`src/rtl/cpu_control_unit.sv`:
```
// Instruction sequencer for the PIC10-compatible core: PC, IR, 2-level return stack, Q1..Q4 phasing.
// Optional SLEEP support is compiled in with `define CPU_SLEEP_EN; without it SLEEP is a NOP.
module cpu_control_unit #(
  parameter int PC_WIDTH = 9,
  parameter int SFR_TOP  = 7,
  parameter int PCL_ADDR = 2
) (
  input  logic                clk,
  input  logic                rst,
  input  logic [11:0]         prog_data_in,
  input  logic [7:0]          alu_result_in,
  input  logic                wake_in,
  output logic [PC_WIDTH-1:0] prog_addr_out,
  output logic [11:0]         instruction_out,
  output logic [4:0]          reg_addr_out,
  output logic                alu_in_select,
  output logic                store_alu_w,
  output logic                reg_write_en,
  output logic                commit_out,
  output logic [1:0]          q_phase_out
);

  typedef enum logic [2:0] {
    ST_Q1    = 3'd0,
    ST_Q2    = 3'd1,
    ST_Q3    = 3'd2,
    ST_Q4    = 3'd3,
    ST_SLEEP = 3'd4
  } state_t;

  localparam logic [11:0] NOP_WORD   = 12'h000;
  localparam logic [4:0]  SFR_TOP_A  = 5'(SFR_TOP);
  localparam logic [4:0]  PCL_ADDR_A = 5'(PCL_ADDR);

  state_t                state_q, state_d;
  logic [PC_WIDTH-1:0]   pc_q, pc_d, pc_inc;
  logic [PC_WIDTH-1:0]   stack0_q, stack0_d, stack1_q, stack1_d;
  logic [11:0]           ir_q, ir_d;
  logic                  flush_q, flush_d;

  logic is_byte_op, is_movwf, is_clrw, is_clrf, is_bit_sc, is_bit_test;
  logic is_fsz, is_retlw, is_call, is_goto, is_literal, is_file_op;
  logic d_bit, commit, pcl_write, skip_taken;

  // Opcode decode of the current IR.
  assign is_byte_op  = (ir_q[11:10] == 2'b00) && (ir_q[9:6] >= 4'b0010);
  assign is_movwf    = (ir_q[11:5] == 7'b0000001);
  assign is_clrw     = (ir_q[11:5] == 7'b0000010);
  assign is_clrf     = (ir_q[11:5] == 7'b0000011);
  assign is_bit_sc   = (ir_q[11:9] == 3'b010);
  assign is_bit_test = (ir_q[11:9] == 3'b011);
  assign is_fsz      = (ir_q[11:9] == 3'b001) && (ir_q[7:6] == 2'b11);
  assign is_retlw    = (ir_q[11:8] == 4'b1000);
  assign is_call     = (ir_q[11:8] == 4'b1001);
  assign is_goto     = (ir_q[11:9] == 3'b101);
  assign is_literal  = (ir_q[11:10] == 2'b11);
  assign is_file_op  = is_byte_op | is_movwf | is_clrf | is_bit_sc | is_bit_test;
  assign d_bit       = ir_q[5];

  // A flushed NOP reaches Q4 like any other word but never commits.
  assign commit       = (state_q == ST_Q4) && !flush_q;
  assign store_alu_w  = commit && ((is_byte_op && !d_bit) || is_literal || is_retlw || is_clrw);
  assign reg_write_en = commit && ((is_byte_op && d_bit) || is_movwf || is_clrf || is_bit_sc);
  assign pcl_write    = reg_write_en && (ir_q[4:0] == PCL_ADDR_A);
  assign skip_taken   = (is_fsz && (alu_result_in == 8'h00)) ||
                        (is_bit_test && (alu_result_in[ir_q[7:5]] == ir_q[8]));

  assign pc_inc          = pc_q + PC_WIDTH'(1);
  assign prog_addr_out   = pc_q;
  assign instruction_out = ir_q;
  assign reg_addr_out    = ir_q[4:0];
  assign alu_in_select   = is_file_op && (ir_q[4:0] <= SFR_TOP_A);
  assign commit_out      = commit;
  assign q_phase_out     = (state_q == ST_SLEEP) ? 2'd0 : state_q[1:0];

  // NOTE: every signal driven here gets a default first, so no path can infer a latch.
  always_comb begin
    state_d  = state_q;
    pc_d     = pc_q;
    ir_d     = ir_q;
    flush_d  = flush_q;
    stack0_d = stack0_q;
    stack1_d = stack1_q;
    case (state_q)
      ST_Q1: state_d = ST_Q2;
      ST_Q2: state_d = ST_Q3;
      ST_Q3: state_d = ST_Q4;
      ST_Q4: begin
        state_d = ST_Q1;
        ir_d    = prog_data_in;
        flush_d = 1'b0;
        pc_d    = pc_inc;
        if (commit) begin
          if (is_goto) begin
            pc_d    = PC_WIDTH'(ir_q[8:0]);
            ir_d    = NOP_WORD;
            flush_d = 1'b1;
          end else if (is_call) begin
            // Two-deep stack: the oldest return address falls off on a third push.
            stack1_d = stack0_q;
            stack0_d = pc_q;
            pc_d     = PC_WIDTH'(ir_q[7:0]);
            ir_d     = NOP_WORD;
            flush_d  = 1'b1;
          end else if (is_retlw) begin
            pc_d     = stack0_q;
            stack0_d = stack1_q;
            ir_d     = NOP_WORD;
            flush_d  = 1'b1;
          end else if (pcl_write) begin
            pc_d    = PC_WIDTH'(alu_result_in);
            ir_d    = NOP_WORD;
            flush_d = 1'b1;
          end else if (skip_taken) begin
            ir_d    = NOP_WORD;
            flush_d = 1'b1;
          end
`ifdef CPU_SLEEP_EN
          else if (ir_q == 12'h003) begin
            state_d = ST_SLEEP;
          end
`endif
        end
      end
      ST_SLEEP: begin
`ifdef CPU_SLEEP_EN
        if (wake_in) state_d = ST_Q1;
`else
        state_d = ST_Q1;
`endif
      end
      default: state_d = ST_Q1;
    endcase
  end

`ifndef CPU_SLEEP_EN
  logic unused_wake;
  assign unused_wake = wake_in;
`endif

  // NOTE: sequential state uses non-blocking assignments so all flops update from pre-edge values.
  always_ff @(posedge clk) begin
    if (rst) state_q <= ST_Q1;
    else     state_q <= state_d;
  end

  // NOTE: the return stack is two plain flops, so it is reset explicitly like the rest of the state.
  always_ff @(posedge clk) begin
    if (rst) begin
      pc_q     <= '1;
      ir_q     <= NOP_WORD;
      flush_q  <= 1'b1;
      stack0_q <= '0;
      stack1_q <= '0;
    end else begin
      pc_q     <= pc_d;
      ir_q     <= ir_d;
      flush_q  <= flush_d;
      stack0_q <= stack0_d;
      stack1_q <= stack1_d;
    end
  end

endmodule

```
`config.mk`:
```
export PLATFORM = sky130hd
export DESIGN_NAME = cpu_control_unit
export DESIGN_NICKNAME = d
export VERILOG_FILES = /design/src/rtl/cpu_control_unit.sv
export SDC_FILE = /design/constraint.sdc
export NUM_CORES = 1
export LEC_CHECK = 0
export BUFFER_PORTS_ARGS = -buffer_cell sky130_fd_sc_hd__buf_2
export CORE_MARGIN = 2
export CORE_UTILIZATION = 45
export DETAILED_ROUTE_END_ITERATION = 10
export HOLD_SLACK_MARGIN = 0.15
export PLACE_DENSITY = 0.73
export SYNTH_ARGS = -nofsm -noshare
export SYNTH_HDL_FRONTEND = slang
export SYNTH_SLANG_ARGS = --single-unit
```
`constraint.sdc`:
```
create_clock -name clk -period 3.8 [get_ports clk]
set_input_delay 1.14 -clock clk [delete_from_list [all_inputs] [get_ports clk]]
set_output_delay 1.14 -clock clk [all_outputs]
set_load 0.03 [all_outputs]
```
# Word level (Yosys, flattened, before mapping)
# Cells that the tools add are included.
[totals]
register_bits = 43
inputBits = 23
output_inout_bits = 32
word_cells = 81
[op_classes]
n_addsub = 1
magnitude_cmp = 3
eq_ne = 17
muxes = 23
n_bitwise = 5
reduce_logical = 26
[ops]
columns = ["op", "n"]
rows = [
  ["two-way mux 12 bit", 6],
  ["two-way mux 9 bit", 7],
  ["== test 7 x 2 -> 1 bit (second input constant)", 2],
  ["== test 3 x 2 -> 1 bit (second input constant)", 4],
  ["logical AND 1 bit", 11],
  ["adder 9 x 1 -> 9 bit (second input constant)", 1],
  ["== test 4 bit (second input constant)", 2],
  ["zero test 8 bit", 1],
  ["AND reduction 4 bit", 2],
  ["== test 7 x 1 -> 1 bit (second input constant)", 1],
  ["logical OR 1 bit", 7],
  ["two-way mux 1 bit", 7],
  ["== test 3 x 1 -> 1 bit (second input constant)", 2],
  ["== test 3 bit (second input constant)", 2],
  ["case mux 2 bit (3 select lines)", 1],
  ["== test 5 x 2 -> 1 bit (second input constant)", 1],
  ["less-or-equal comparator 5 x 3 -> 1 bit (second input constant)", 1],
  ["== test 2 bit (second input constant)", 2],
  ["greater-or-equal comparator 4 x 2 -> 1 bit (second input constant)", 1],
  ["< comparator 3 x 4 -> 1 bit (second input constant)", 1],
  ["OR 1 bit", 4],
  ["binary-select mux 1 bit (select 3 bit)", 1],
  ["zero test 3 bit", 1],
  ["zero test 1 bit", 2],
  ["5 further kinds", 5],
]

# Depth between registers and ports, before layout
[depth]
word_depth = 13
mapped_depth = 7
mapped_depth_nobuf = 6

# Worst setup path before layout
# Ideal clock, no wire load.
[synth_path]
path_type = "reg-to-output"
from = "register ir_q[9], in the netlist instruction_out[9]"
to = "output port alu_in_select"
t_arrival_ps = 1866
required_ps = 2660
path_slack_ps = 794
stages_incl_launch_ff = 6
path_buffers = 2
cell_sequence = "dfxtp_1 buf_6 or2_1 buf_6 nor4_1 nor4_1"
[synth_between]
elab_chain_len = 7
word_cells_on_any_way = 11
cone_classes = "1 x order compare; 4 x eq/ne; 4 x bitwise; 2 x reduce/logical"
[synth_lines]
columns = ["element", "line_no", "text"]
rows = [
  ["start, declared", "38", "logic [11:0] ir_q, ir_d;"],
  ["start signal, assigned", "157", "ir_q <= ir_d;"],
  ["greater-or-equal comparator 4 x 2 -> 1 bit", "46", "assign is_byte_op = (ir_q[11:10] == 2'b00) && (ir_q[9:6] >= 4'b0010);"],
  ["logical AND 1 bit", "46", ""],
  ["OR 1 bit (3 in a row)", "57", "assign is_file_op = is_byte_op | is_movwf | is_clrf | is_bit_sc | is_bit_test;"],
  ["OR 1 bit (*)", "57", ""],
  ["logical AND 1 bit (*)", "72", "assign alu_in_select = is_file_op && (ir_q[4:0] <= SFR_TOP_A);"],
  ["end, declared", "16", "output logic alu_in_select,"],
]
# Mark *: on every way between the ends. The rest lies on a longest branch, timed or not.

# Worst setup path in the final report
[layout_path]
from = "register ir_q[9], in the netlist instruction_out[9]"
to = "output port store_alu_w"
[layout_between]
elab_chain_len = 7
word_cells_on_any_way = 9
cone_classes = "1 x order compare; 2 x eq/ne; 6 x reduce/logical"
[layout_lines]
columns = ["element", "line_no", "text"]
rows = [
  ["greater-or-equal comparator 4 x 2 -> 1 bit", "46", ""],
  ["logical AND 1 bit", "46", ""],
  ["logical AND 1 bit", "62", "assign store_alu_w = commit && ((is_byte_op && !d_bit) || is_literal || is_retlw || is_clrw);"],
  ["logical OR 1 bit (2 in a row)", "62", ""],
  ["logical OR 1 bit (*)", "62", ""],
  ["logical AND 1 bit (*)", "62", ""],
  ["end, declared", "17", "output logic store_alu_w,"],
]
# Marks and branches as above.

==> results.py <==
metrics = {
    "setup_path": {
        "path_max_fanout": 9,
        "slowest_stage": "dfxtp_1",
        "path_buf_inv": 1,
        "path_delay_family": "simple AND/OR/NAND/NOR gates",
        "cp-start-kind": "flop",
        "cp_cell_sequence": "or2_1, nor3_1, nor3_1, o221a_2, buf_2",
        "cp-end-kind": "output pin",
        "critPathMostFrequentCell": "nor3_1",
        "cpPeakStageDelay_ps": 550,
        "cp.required_ps": 2660,
        "arrival_ps": 1950,
        "path_class": "flop to output pin",
    },
    "grt": {
        "grt_max_degree": 44,
        "grt_pass1_wl_mm": 11.2,
        "grt.total_usage": 0.225,
        "antenna_found_initial": 0,
        "grt_pass1_vias": 2270,
        "grt-ovfl-total": 0,
    },
    "logic_synthesis": {
        "ys.flop_type": "dfxtp_1",
        "synth_nets": 327,
        "synth_cell_types": 56,
        "yosys-top-cells-count": "dfxtp_1, nand2_1, nand3_1",
        "ys_seq_elements": 42,
        "syn_area_sq_um": 2560,
        "netlist_top_cells_area": "dfxtp_1, mux2i_1, nand2_1",
        "synth_cells": 300,
        "synthArstFlopShare": 0,
        "yosysMostFrequentCell": "dfxtp_1",
        "synth_sequential_area_ratio": 0.329,
        "postSynthAreaPerCell_sq_um": 8.52,
        "yosysTopAreaCell": "dfxtp_1",
        "synth_top_area_share": 0.329,
        "synth_edf_count": 0,
        "yosys_warnings": 0,
    },
    "final_layout": {
        "fin_util": 0.514,
        "drive_above_1_share": 0.250,
        "syn_to_final_growth_pct": 10.8,
        "nNetsFinal": 363,
        "diodes": 0,
    },
    "placed_design": {
        "dp_hpwl_mm": 4.84,
        "gp_congestion": 0.848,
        "io_buffers": 53,
        "dp_slack_ps": 974,
    },
    "routing": {
        "initialDrtViolationCount": 170,
        "viasPerCell": 6.03,
        "drt_pass1_iterations": 7,
        "ant_nets": 0,
        "drt-total-wl_mm": 6.92,
        "wl_per_cell_um": 17.0,
        "num_vias": 2461,
        "drc": 0,
    },
    "pwr": {
        "vdd_drop_max_uv": 301,
        "power_mw": 1.48,
        "power_leakage_nw": 1.09,
        "power_density_nw_per_um2": 523,
    },
    "cts": {
        "postCtsSetupBuffers": 0,
        "htreeDepth": 2,
        "cts_tree": "built",
        "path_clk_slew_ps": 80,
        "cts_buffers": 5,
        "insertion_delay_ps": 300,
        "hold_buffers": 0,
        "cts_root_buf": "clkbuf_8",
        "cts_resized": 0,
        "clkSinkCount": 42,
        "clockBufferDepth": 2,
    },
    "sta": {
        "finalClockSkew_ps": 6.87,
        "worst_pin_slew_ps": 890,
        "slew_violations": 0,
        "hold_violations": 0,
        "holdWs_ps": 456,
        "fmax_mhz": 323,
        "slew_headroom": 0.404,
        "fin_ws_ps": 708,
        "tns_ps": 0,
        "fin_crit_ps": 3090,
        "rsz0062_at_grt": "no",
        "setup_viol": 0,
        "finalCritPeriodShare": 0.814,
    },
    "die": {
        "start_util": 0.464,
        "die_area_sq_um": 6300,
        "row_count": 27,
        "core_sq_um": 5510,
        "ios": 55,
        "die_h_um": 79.4,
        "die_x_um": 79.4,
    },
    "min_path": {
        "hold_class": "flop to flop",
    },
    "flow_run": {
        "maxCapViolCount": 0,
    },
    "status": {
        "status": "finished clean",
    },
}
[cells in the final DEF (no fill, tap or decap), types with 9 or more instances in the layout]
cell / Yosys / final
nand3_1: 20 / 20
nor2_1: 16 / 16
mux2i_1: 14 / 14
inv_1: 9 / 9
a21oi_1: 18 / 18
a211oi_1: 10 / 10
buf_2: 4 / 53
nor3_1: 18 / 18
dfxtp_1: 42 / 42
o21ai_0: 12 / 12
nand2_1: 27 / 27
[through the flow]
step                      instance area (sq um)  std cells
after floorplan                            2560        300
after global placement                     2750        401
after detailed placement                   2750        401
after CTS                                  2830        408
after global routing                       2830        408
final                                      2830        408
[cell type report]
type / count / area [sq um]
well taps: 72 / 90.1
clock inverters: 2 / 10.0
fillers: 546 / 2680
clock buffers: 5 / 68.8
inverters: 9 / 33.8
flip-flops and latches: 42 / 841
multi-input cells: 222 / 1500
repair buffers: 56 / 288
[cells by family (layout without fill, tap and decap cells)]
| logic type | Yosys count | in the layout | synth area share |
|---|---|---|---|
| fa+ha+maj | 4 | 4 | 0.0196 |
| simple gates | 114 | 114 | 0.233 |
| mux | 20 | 20 | 0.0827 |
| flops | 42 | 42 | 0.329 |
| buf+inv | 36 | 72 | 0.0842 |
| xor+xnor | 4 | 4 | 0.0137 |
| compound gates | 80 | 80 | 0.237 |
[power breakdown]
group	internal, mW	total [mW]	leakage [nW]	switching, mW
clock	0.123	0.279	0.0438	0.156
combinational	0.233	0.623	0.702	0.390
sequential	0.490	0.579	0.340	0.0889
total	0.847	1.48	1.09	0.635
[worst reg2reg max path: stages, from the launching register on]
cell      delay (ps)
dfxtp_1          380
ha_1             200
buf_4            320
inv_1            390
nor3_4           600
buf_4            300
nor2_1            60
a211oi_1         240
[per-layer routing]
layer / wire length (um) / vias up / track usage / share of wire
li1: - / 1187 / - / -
met1: 3090 / 1172 / 0.305 / 0.45
met2: 3290 / 91 / 0.358 / 0.48
met3: 449 / 11 / 0.0430 / 0.065
met4: 88 / 0 / 0.0828 / 0.013
met5: 0 / - / 0 / 0
[path summary, 6_finish.rpt]
path / start / endpoint / slack, ps / cells past startpoint
worst max-delay path: instruction_out[9] / store_alu_w / 710 / 5
worst min-delay path: stack1_q[5] / stack1_q[5] / 460 / 2
worst max register to register: state_q[1] / stack0_q[3] / 1210 / 7
worst min register to register: stack1_q[5] / stack1_q[5] / 460 / 2
[state kept, by name (all words and copies together) (netlist names)]
register,count
state_q,2
flush_q,1
instruction_out,12
stack0_q,9
prog_addr_out,9
stack1_q,9
(Power assumes the default switching activity.)
